==> src/rtl/des_iter_sched.sv <==
// ============================================================================
//  Module      : des_iter_sched (with des_pkg, pre_processing, key_schedule,
//                round, post_processing)
//  Description : Iterative DES encryptor. One key-schedule step and one
//                Feistel round are reused over 16 cycles per block, shared
//                round-robin between two requesters.
//  Revision    : 1.0  initial release
// ============================================================================
`default_nettype none

`ifndef N_K
`define N_K 64
`endif
`ifndef N_B
`define N_B 64
`endif
`ifndef N_R
`define N_R 16
`endif

package des_pkg;
    // DES tables, 1-based, bit 1 is the MSB of the source word
    localparam int IP_T [64] = '{58,50,42,34,26,18,10,2, 60,52,44,36,28,20,12,4,
                                 62,54,46,38,30,22,14,6, 64,56,48,40,32,24,16,8,
                                 57,49,41,33,25,17,9,1,  59,51,43,35,27,19,11,3,
                                 61,53,45,37,29,21,13,5, 63,55,47,39,31,23,15,7};
    localparam int FP_T [64] = '{40,8,48,16,56,24,64,32, 39,7,47,15,55,23,63,31,
                                 38,6,46,14,54,22,62,30, 37,5,45,13,53,21,61,29,
                                 36,4,44,12,52,20,60,28, 35,3,43,11,51,19,59,27,
                                 34,2,42,10,50,18,58,26, 33,1,41,9,49,17,57,25};
    localparam int PC1_T [56] = '{57,49,41,33,25,17,9,  1,58,50,42,34,26,18,
                                  10,2,59,51,43,35,27,  19,11,3,60,52,44,36,
                                  63,55,47,39,31,23,15, 7,62,54,46,38,30,22,
                                  14,6,61,53,45,37,29,  21,13,5,28,20,12,4};
    localparam int PC2_T [48] = '{14,17,11,24,1,5,  3,28,15,6,21,10,
                                  23,19,12,4,26,8,  16,7,27,20,13,2,
                                  41,52,31,37,47,55, 30,40,51,45,33,48,
                                  44,49,39,56,34,53, 46,42,50,36,29,32};
    localparam int E_T [48] = '{32,1,2,3,4,5,     4,5,6,7,8,9,
                                8,9,10,11,12,13,  12,13,14,15,16,17,
                                16,17,18,19,20,21, 20,21,22,23,24,25,
                                24,25,26,27,28,29, 28,29,30,31,32,1};
    localparam int P_T [32] = '{16,7,20,21,29,12,28,17, 1,15,23,26,5,18,31,10,
                                2,8,24,14,32,27,3,9,    19,13,30,6,22,11,4,25};
    // Each S-box: rows 0..3 concatenated, 16 nibbles per row, entry 0 at the MSB
    localparam logic [255:0] SBOX [8] = '{
        256'hE4D12FB83A6C5907_0F74E2D1A6CB9538_41E8D62BFC973A50_FC8249175B3EA06D,
        256'hF18E6B34972DC05A_3D47F28EC01A69B5_0E7BA4D158C6932F_D8A13F42B67C05E9,
        256'hA09E63F51DC7B428_D709346A285ECBF1_D6498F30B12C5AE7_1AD069874FE3B52C,
        256'h7DE3069A1285BC4F_D8B56F03472C1AE9_A690CB7DF13E5284_3F06A1D8945BC72E,
        256'h2C417AB6853FD0E9_EB2C47D150FA3986_421BAD78F9C5630E_B8C71E2D6F09A453,
        256'hC1AF92680D34E75B_AF427C9561DE0B38_9EF528C3704A1DB6_432C95FABE17608D,
        256'h4B2EF08D3C975A61_D0B7491AE35C2F86_14BDC37EAF680592_6BD814A7950FE23C,
        256'hD2846FB1A93E50C7_1FD8A374C56B0E92_7B419CE206ADF358_21E74A8DFC90356B};

    function automatic logic [63:0] perm_ip(input logic [63:0] x);
        logic [63:0] y;
        for (int i = 0; i < 64; i++) y[6'(63 - i)] = x[6'(64 - IP_T[6'(i)])];
        return y;
    endfunction

    function automatic logic [63:0] perm_fp(input logic [63:0] x);
        logic [63:0] y;
        for (int i = 0; i < 64; i++) y[6'(63 - i)] = x[6'(64 - FP_T[6'(i)])];
        return y;
    endfunction

    function automatic logic [55:0] perm_pc1(input logic [63:0] x);
        logic [55:0] y;
        for (int i = 0; i < 56; i++) y[6'(55 - i)] = x[6'(64 - PC1_T[6'(i)])];
        return y;
    endfunction

    function automatic logic [47:0] perm_pc2(input logic [55:0] x);
        logic [47:0] y;
        for (int i = 0; i < 48; i++) y[6'(47 - i)] = x[6'(56 - PC2_T[6'(i)])];
        return y;
    endfunction

    // Cipher function f(R, K): expand, key mix, S-box substitute, permute
    function automatic logic [31:0] feistel(input logic [31:0] r, input logic [47:0] k);
        logic [47:0] e;
        logic [31:0] s;
        logic [31:0] y;
        logic [5:0]  b;
        logic [5:0]  sel;
        for (int i = 0; i < 48; i++) e[6'(47 - i)] = r[5'(32 - E_T[6'(i)])];
        e = e ^ k;
        for (int j = 0; j < 8; j++) begin
            b   = e[6'(47 - 6 * j) -: 6];
            sel = {b[5], b[0], b[4:1]};     // row*16 + column
            s[5'(31 - 4 * j) -: 4] = SBOX[3'(j)][8'(255 - 4 * int'(sel)) -: 4];
        end
        for (int i = 0; i < 32; i++) y[5'(31 - i)] = s[5'(32 - P_T[5'(i)])];
        return y;
    endfunction
endpackage

// Initial permutation of the block and PC-1 reduction of the key
module pre_processing (
    input  logic [63:0] k,
    input  logic [63:0] m,
    output logic [55:0] r,
    output logic [31:0] r0,
    output logic [31:0] r1
);
    logic [63:0] w_ip;
    assign r    = des_pkg::perm_pc1(k);
    assign w_ip = des_pkg::perm_ip(m);
    assign r1   = w_ip[63:32];
    assign r0   = w_ip[31:0];
endmodule

// One key-schedule step: rotate C and D halves, then PC-2 to a round key
module key_schedule (
    input  logic [3:0]  i,
    input  logic [55:0] x,
    output logic [55:0] r,
    output logic [47:0] k
);
    logic [27:0] w_c;
    logic [27:0] w_d;
    logic        w_single;

    // rounds 1, 2, 9 and 16 rotate by one place, all others by two
    always_comb begin
        w_single = (i == 4'd0) || (i == 4'd1) || (i == 4'd8) || (i == 4'd15);
        if (w_single) begin
            w_c = {x[54:28], x[55]};
            w_d = {x[26:0],  x[27]};
        end else begin
            w_c = {x[53:28], x[55:54]};
            w_d = {x[25:0],  x[27:26]};
        end
    end

    assign r = {w_c, w_d};
    assign k = des_pkg::perm_pc2({w_c, w_d});
endmodule

// One Feistel round: L' = R, R' = L ^ f(R, K)
module round (
    input  logic [31:0] xl,
    input  logic [31:0] xr,
    input  logic [47:0] k,
    output logic [31:0] rl,
    output logic [31:0] rr
);
    assign rl = xr;
    assign rr = xl ^ des_pkg::feistel(xr, k);
endmodule

// Undo the last half swap and apply the final permutation
module post_processing (
    input  logic [31:0] x0,
    input  logic [31:0] x1,
    output logic [63:0] c
);
    assign c = des_pkg::perm_fp({x1, x0});
endmodule

module des_iter_sched #(
    parameter int CNT_W = 16
) (
    input  logic              clk,
    input  logic              rst,
    input  logic [`N_K-1:0]   k0,
    input  logic [`N_B-1:0]   m0,
    input  logic              in_valid0,
    output logic              in_ready0,
    input  logic [`N_K-1:0]   k1,
    input  logic [`N_B-1:0]   m1,
    input  logic              in_valid1,
    output logic              in_ready1,
    output logic [`N_B-1:0]   c,
    output logic              c_id,
    output logic              out_valid,
    input  logic              out_ready,
    output logic              busy,
    output logic [CNT_W-1:0]  done_cnt
);
    localparam logic [3:0] LAST_RND = 4'(`N_R - 1);

    typedef enum logic [1:0] {
        IDLE  = 2'd0,
        ROUND = 2'd1,
        DONE  = 2'd2
    } state_t;

    state_t             state_q, state_d;
    logic [55:0]        key_st_q, key_st_d;
    logic [63:0]        msg_st_q, msg_st_d;
    logic [3:0]         rnd_q, rnd_d;
    logic               owner_q, owner_d;
    logic               last_q, last_d;
    logic [`N_B-1:0]    c_q, c_d;
    logic               c_id_q, c_id_d;
    logic               out_valid_q, out_valid_d;
    logic [CNT_W-1:0]   done_cnt_q, done_cnt_d;

    logic [63:0]        w_k_sel;
    logic [63:0]        w_m_sel;
    logic [55:0]        w_pre_r;
    logic [31:0]        w_pre_r0;
    logic [31:0]        w_pre_r1;
    logic [55:0]        w_ks_r;
    logic [47:0]        w_ks_k;
    logic [31:0]        w_rl;
    logic [31:0]        w_rr;
    logic [63:0]        w_post_c;

    // Round-robin grant, only while idle; last_q holds the previous winner
    assign in_ready0 = (state_q == IDLE) && in_valid0 && (!in_valid1 || last_q);
    assign in_ready1 = (state_q == IDLE) && in_valid1 && (!in_valid0 || !last_q);

    assign w_k_sel = in_ready1 ? k1 : k0;
    assign w_m_sel = in_ready1 ? m1 : m0;

    pre_processing u_pre (
        .k  (w_k_sel),
        .m  (w_m_sel),
        .r  (w_pre_r),
        .r0 (w_pre_r0),
        .r1 (w_pre_r1)
    );

    key_schedule u_ks (
        .i (rnd_q),
        .x (key_st_q),
        .r (w_ks_r),
        .k (w_ks_k)
    );

    round u_round (
        .xl (msg_st_q[63:32]),
        .xr (msg_st_q[31:0]),
        .k  (w_ks_k),
        .rl (w_rl),
        .rr (w_rr)
    );

    post_processing u_post (
        .x0 (w_rl),
        .x1 (w_rr),
        .c  (w_post_c)
    );

    // Next-state logic: accept in IDLE, iterate in ROUND, hand off in DONE
    always_comb begin
        state_d     = state_q;
        key_st_d    = key_st_q;
        msg_st_d    = msg_st_q;
        rnd_d       = rnd_q;
        owner_d     = owner_q;
        last_d      = last_q;
        c_d         = c_q;
        c_id_d      = c_id_q;
        out_valid_d = out_valid_q;
        done_cnt_d  = done_cnt_q;
        case (state_q)
            IDLE: begin
                if (in_ready0 || in_ready1) begin
                    key_st_d = w_pre_r;
                    msg_st_d = {w_pre_r1, w_pre_r0};
                    rnd_d    = 4'd0;
                    owner_d  = in_ready1;
                    last_d   = in_ready1;
                    state_d  = ROUND;
                end
            end
            ROUND: begin
                key_st_d = w_ks_r;
                msg_st_d = {w_rl, w_rr};
                rnd_d    = rnd_q + 4'd1;
                if (rnd_q == LAST_RND) begin
                    c_d         = w_post_c;
                    c_id_d      = owner_q;
                    out_valid_d = 1'b1;
                    state_d     = DONE;
                end
            end
            DONE: begin
                if (out_ready) begin
                    out_valid_d = 1'b0;
                    done_cnt_d  = done_cnt_q + 1'b1;
                    state_d     = IDLE;
                end
            end
            default: state_d = IDLE;
        endcase
    end

    // State register; reset drops any job in flight
    always_ff @(posedge clk) begin
        if (rst) begin
            state_q     <= IDLE;
            key_st_q    <= '0;
            msg_st_q    <= '0;
            rnd_q       <= 4'd0;
            owner_q     <= 1'b0;
            last_q      <= 1'b1;
            c_q         <= '0;
            c_id_q      <= 1'b0;
            out_valid_q <= 1'b0;
            done_cnt_q  <= '0;
        end else begin
            state_q     <= state_d;
            key_st_q    <= key_st_d;
            msg_st_q    <= msg_st_d;
            rnd_q       <= rnd_d;
            owner_q     <= owner_d;
            last_q      <= last_d;
            c_q         <= c_d;
            c_id_q      <= c_id_d;
            out_valid_q <= out_valid_d;
            done_cnt_q  <= done_cnt_d;
        end
    end

    assign c         = c_q;
    assign c_id      = c_id_q;
    assign out_valid = out_valid_q;
    assign busy      = (state_q != IDLE);
    assign done_cnt  = done_cnt_q;

endmodule

`default_nettype wire

==> config.mk <==
export PLATFORM = sky130hd
export DESIGN_NAME = des_iter_sched
export DESIGN_NICKNAME = d
export VERILOG_FILES = /design/src/rtl/des_iter_sched.sv
export SDC_FILE = /design/constraint.sdc
export NUM_CORES = 1
export LEC_CHECK = 0
export BUFFER_PORTS_ARGS = -buffer_cell sky130_fd_sc_hd__buf_4
export CORE_AREA = 2 2 132 134
export DETAILED_ROUTE_END_ITERATION = 8
export DIE_AREA = 0 0 134 136
export GPL_TIMING_DRIVEN = 0
export PLACE_DENSITY_LB_ADDON = 0.08
export SLEW_MARGIN = 20
export SYNTH_ARGS = -nofsm -noshare
export SYNTH_HDL_FRONTEND = slang
export SYNTH_SLANG_ARGS = --single-unit
==> constraint.sdc <==
create_clock -name clk -period 2.2 [get_ports clk]
set_input_delay 0.11 -clock clk [delete_from_list [all_inputs] [get_ports clk]]
set_output_delay 0.11 -clock clk [all_outputs]
set_load 0.03 [all_outputs]
==> impl_metrics.yaml <==
critical_path:
  crit_arrival_ns: 2.01
  slowest_delay_ns: 0.63
  cp_num_buf_inv: 0
  end_kind: "flop"
  cp.required_ns: 2.39
  rrSetupSlack_ns: 0.38
  crit_chain: "nand3_1 > or4_4 > or3_1 > a21oi_1"
  critPathSlowestCell: "or4_4"
  cp_top_family: "simple AND/OR/NAND/NOR gates"
  path_class: "reg2reg"
  critPathLaunchType: "flop"
  path_max_fanout: 6
placement:
  dp.cells: 511
  dpl_cell_area_mm2: 0.00234
  gp_congestion: 0.660
  port_buffers: 24
  dp_hpwl_um: 3340
worst_hold_path:
  worstHoldPathType: "in2reg"
final_layout:
  finalNonFillerCells: 515
  antenna_cells: 0
  nets: 554
  fin_util_pct: 14.5
  drive_above_1_share_pct: 33.8
  fillCellCount: 1933
  stdcell_area_mm2: 0.00245
  synthToLayoutAreaGrowth_pct: 48.8
logic_synthesis:
  synth_seq_cells: 26
  synthTopCellsByCount: "buf_4, dfxtp_1, nor2_1, a21oi_1, nand2_1"
  synthCells: 199
  ys_top_cells_by_area: "dfxtp_1, buf_4, a21oi_1, nor2_1, or3_1"
  yosys.area.top_type: "dfxtp_1"
  synth_edf_count: 0
  ys_seq_area_share_pct: 31.6
  synthArstFlopShare_pct: 0
  yosys.cell_count.top_type: "buf_4"
  postSynthAreaPerCell_um2: 8.27
  synthFlopType: "dfxtp_1"
  netlist.area_leader.share_pct: 31.6
  synthDistinctLibCells: 34
  yosysWarnings: 0
  synthesis.area_mm2: 0.00165
global_routing:
  grt_antenna_before_repair: 0
  grt_pass1_vias: 1126
  grt_max_degree: 16
  grt_pass1_wl_um: 6140
  grt.total_usage_pct: 4.33
  overflow: 0
cts:
  postCtsSetupBuffers: 0
  htree_levels: 1
  clkTransAtPathRegs_ns: 0.08
  cts_buffers: 3
  clock-sinks: 26
  clk_latency_ns: 0.26
  cts_root_buf: "clkbuf_16"
  cts_resized: 0
  cts_tree: "built"
  cts_hold_buf: 0
  cts_buffer_depth: 2
sta:
  finalHoldViolCount: 0
  tightest_slew_ns: 0.583
  min_period_over_period_pct: 82.7
  relSlewSlack_pct: 61.1
  timing.fmax_mhz: 550
  setup_viol: 0
  rsz0062_at_grt: "no"
  maxSlewViolCount: 0
  fin_setup_tns_ns: 0
  hold_slack_ns: 0.134
  period_minus_slack_ns: 1.82
  fin_skew_ns: 0.00791
floorplanning:
  core_mm2: 0.0169
  die_h_um: 136
  ios: 346
  die_w_um: 134
  core.rowCount: 48
  initial_core_util_pct: 9.75
  dieArea_mm2: 0.0182
outcome:
  status: "completed"
power:
  power.leakage_nw: 1.17
  power.density_mw_per_mm2: 539
  peakVddDrop_v: 0.000350
routing:
  dr.pass1.iters: 3
  wl_per_cell_um: 8.04
  ant_nets: 0
  drc: 0
  drt_iter0_markers: 32
  vias: 1350
  routed_wl_um: 4140
  vias_per_cell: 2.62
flow_run:
  maxCapViolCount: 0
## state kept, by name, indices dropped and copies added (netlist names)
signal	cells
c_id	1
done_cnt	16
last_q	1
out_valid	1
owner_q	1
rnd_q	4
state_q	2
## per-stage QoR
step / total power, mW / worst slack (ns)
final: 1.32 / 0.381
after global routing: 1.38 / 0.261
after CTS: 1.34 / 0.342
after detailed placement: 0.781 / 0.360
after global placement: 0.782 / 0.385
after floorplan: 0.756 / 0.386
## layout by cell type (no fill, tap or decap), types with 2 or more instances in the layout
cell / Yosys / final
clkbuf_16: 0 / 3
ha_1: 2 / 2
nor2_1: 17 / 17
a22oi_1: 2 / 2
or3_1: 7 / 7
clkbuf_1: 2 / 2
and4_1: 2 / 2
nand2_1: 9 / 9
conb_1: 1 / 64
mux2i_1: 2 / 2
inv_1: 5 / 5
nand4_1: 3 / 3
xor2_1: 4 / 4
a21oi_1: 13 / 13
nor3_1: 4 / 4
or2_2: 2 / 2
nand3_1: 7 / 7
o21ai_0: 8 / 8
buf_4: 64 / 88
xnor2_1: 5 / 5
dfxtp_1: 26 / 26
## final timing paths
check	start	end	cells after the start
max	done_cnt[2]	done_cnt[13]	4
max reg2reg	done_cnt[2]	done_cnt[13]	4
min reg2reg	rnd_q[3]	rnd_q[3]	1
min	in_valid1	owner_q	3
## layer usage
| metal | wire length [µm] | global-route usage, % | vias to the layer above |
|---|---|---|---|
| met5 | 0 | 0 | - |
| met4 | 23 | 0.887 | 0 |
| met3 | 272 | 1.42 | 2 |
| met2 | 1910 | 7.38 | 48 |
| met1 | 1930 | 5.34 | 575 |
| li1 | - | - | 725 |
## power by group
part,internal (mW),leakage (nW),switching [mW]
Clock,0.363,0.0511,0.184
Combinational,0.0971,0.904,0.192
Sequential,0.476,0.210,0.00790
Total,0.936,1.17,0.384
## area by class of cell
type                       count  area [µm²]  share of cell area [%]
clock inverter                 1        30.0                    1.23
clock buffer                   3        75.1                    3.07
timing repair buffer          24         180                    7.36
multi-input combinational    164         851                    34.7
tap                          225         282                    11.5
inverter                       5        18.8                   0.766
buffer                        67         492                    20.1
sequential                    26         520                    21.3
## logic make-up (layout without fill, tap and decap cells)
family | count (synthesis) | after routing | share of synthesized area (%)
buffers and inverters | 72 | 100 | 31.0
AND/OR/NAND/NOR | 59 | 59 | 19.8
AO/OA/AOI/OAI | 28 | 28 | 9.81
flip-flops | 26 | 26 | 31.6
XOR/XNOR | 9 | 9 | 4.79
adder cells (fa/ha/maj) | 2 | 2 | 1.52
multiplexers | 2 | 2 | 1.22
other | 1 | 64 | 0.228
## worst min-delay path: cells and delay by family
kind | cells | cell delay, ns
buffers and inverters | 1 | 0.10
AOI/OAI and AO/OA | 1 | 0.08
and+or+nand+nor | 1 | 0.07
Note: power is estimated with default switching activity, not from simulation.
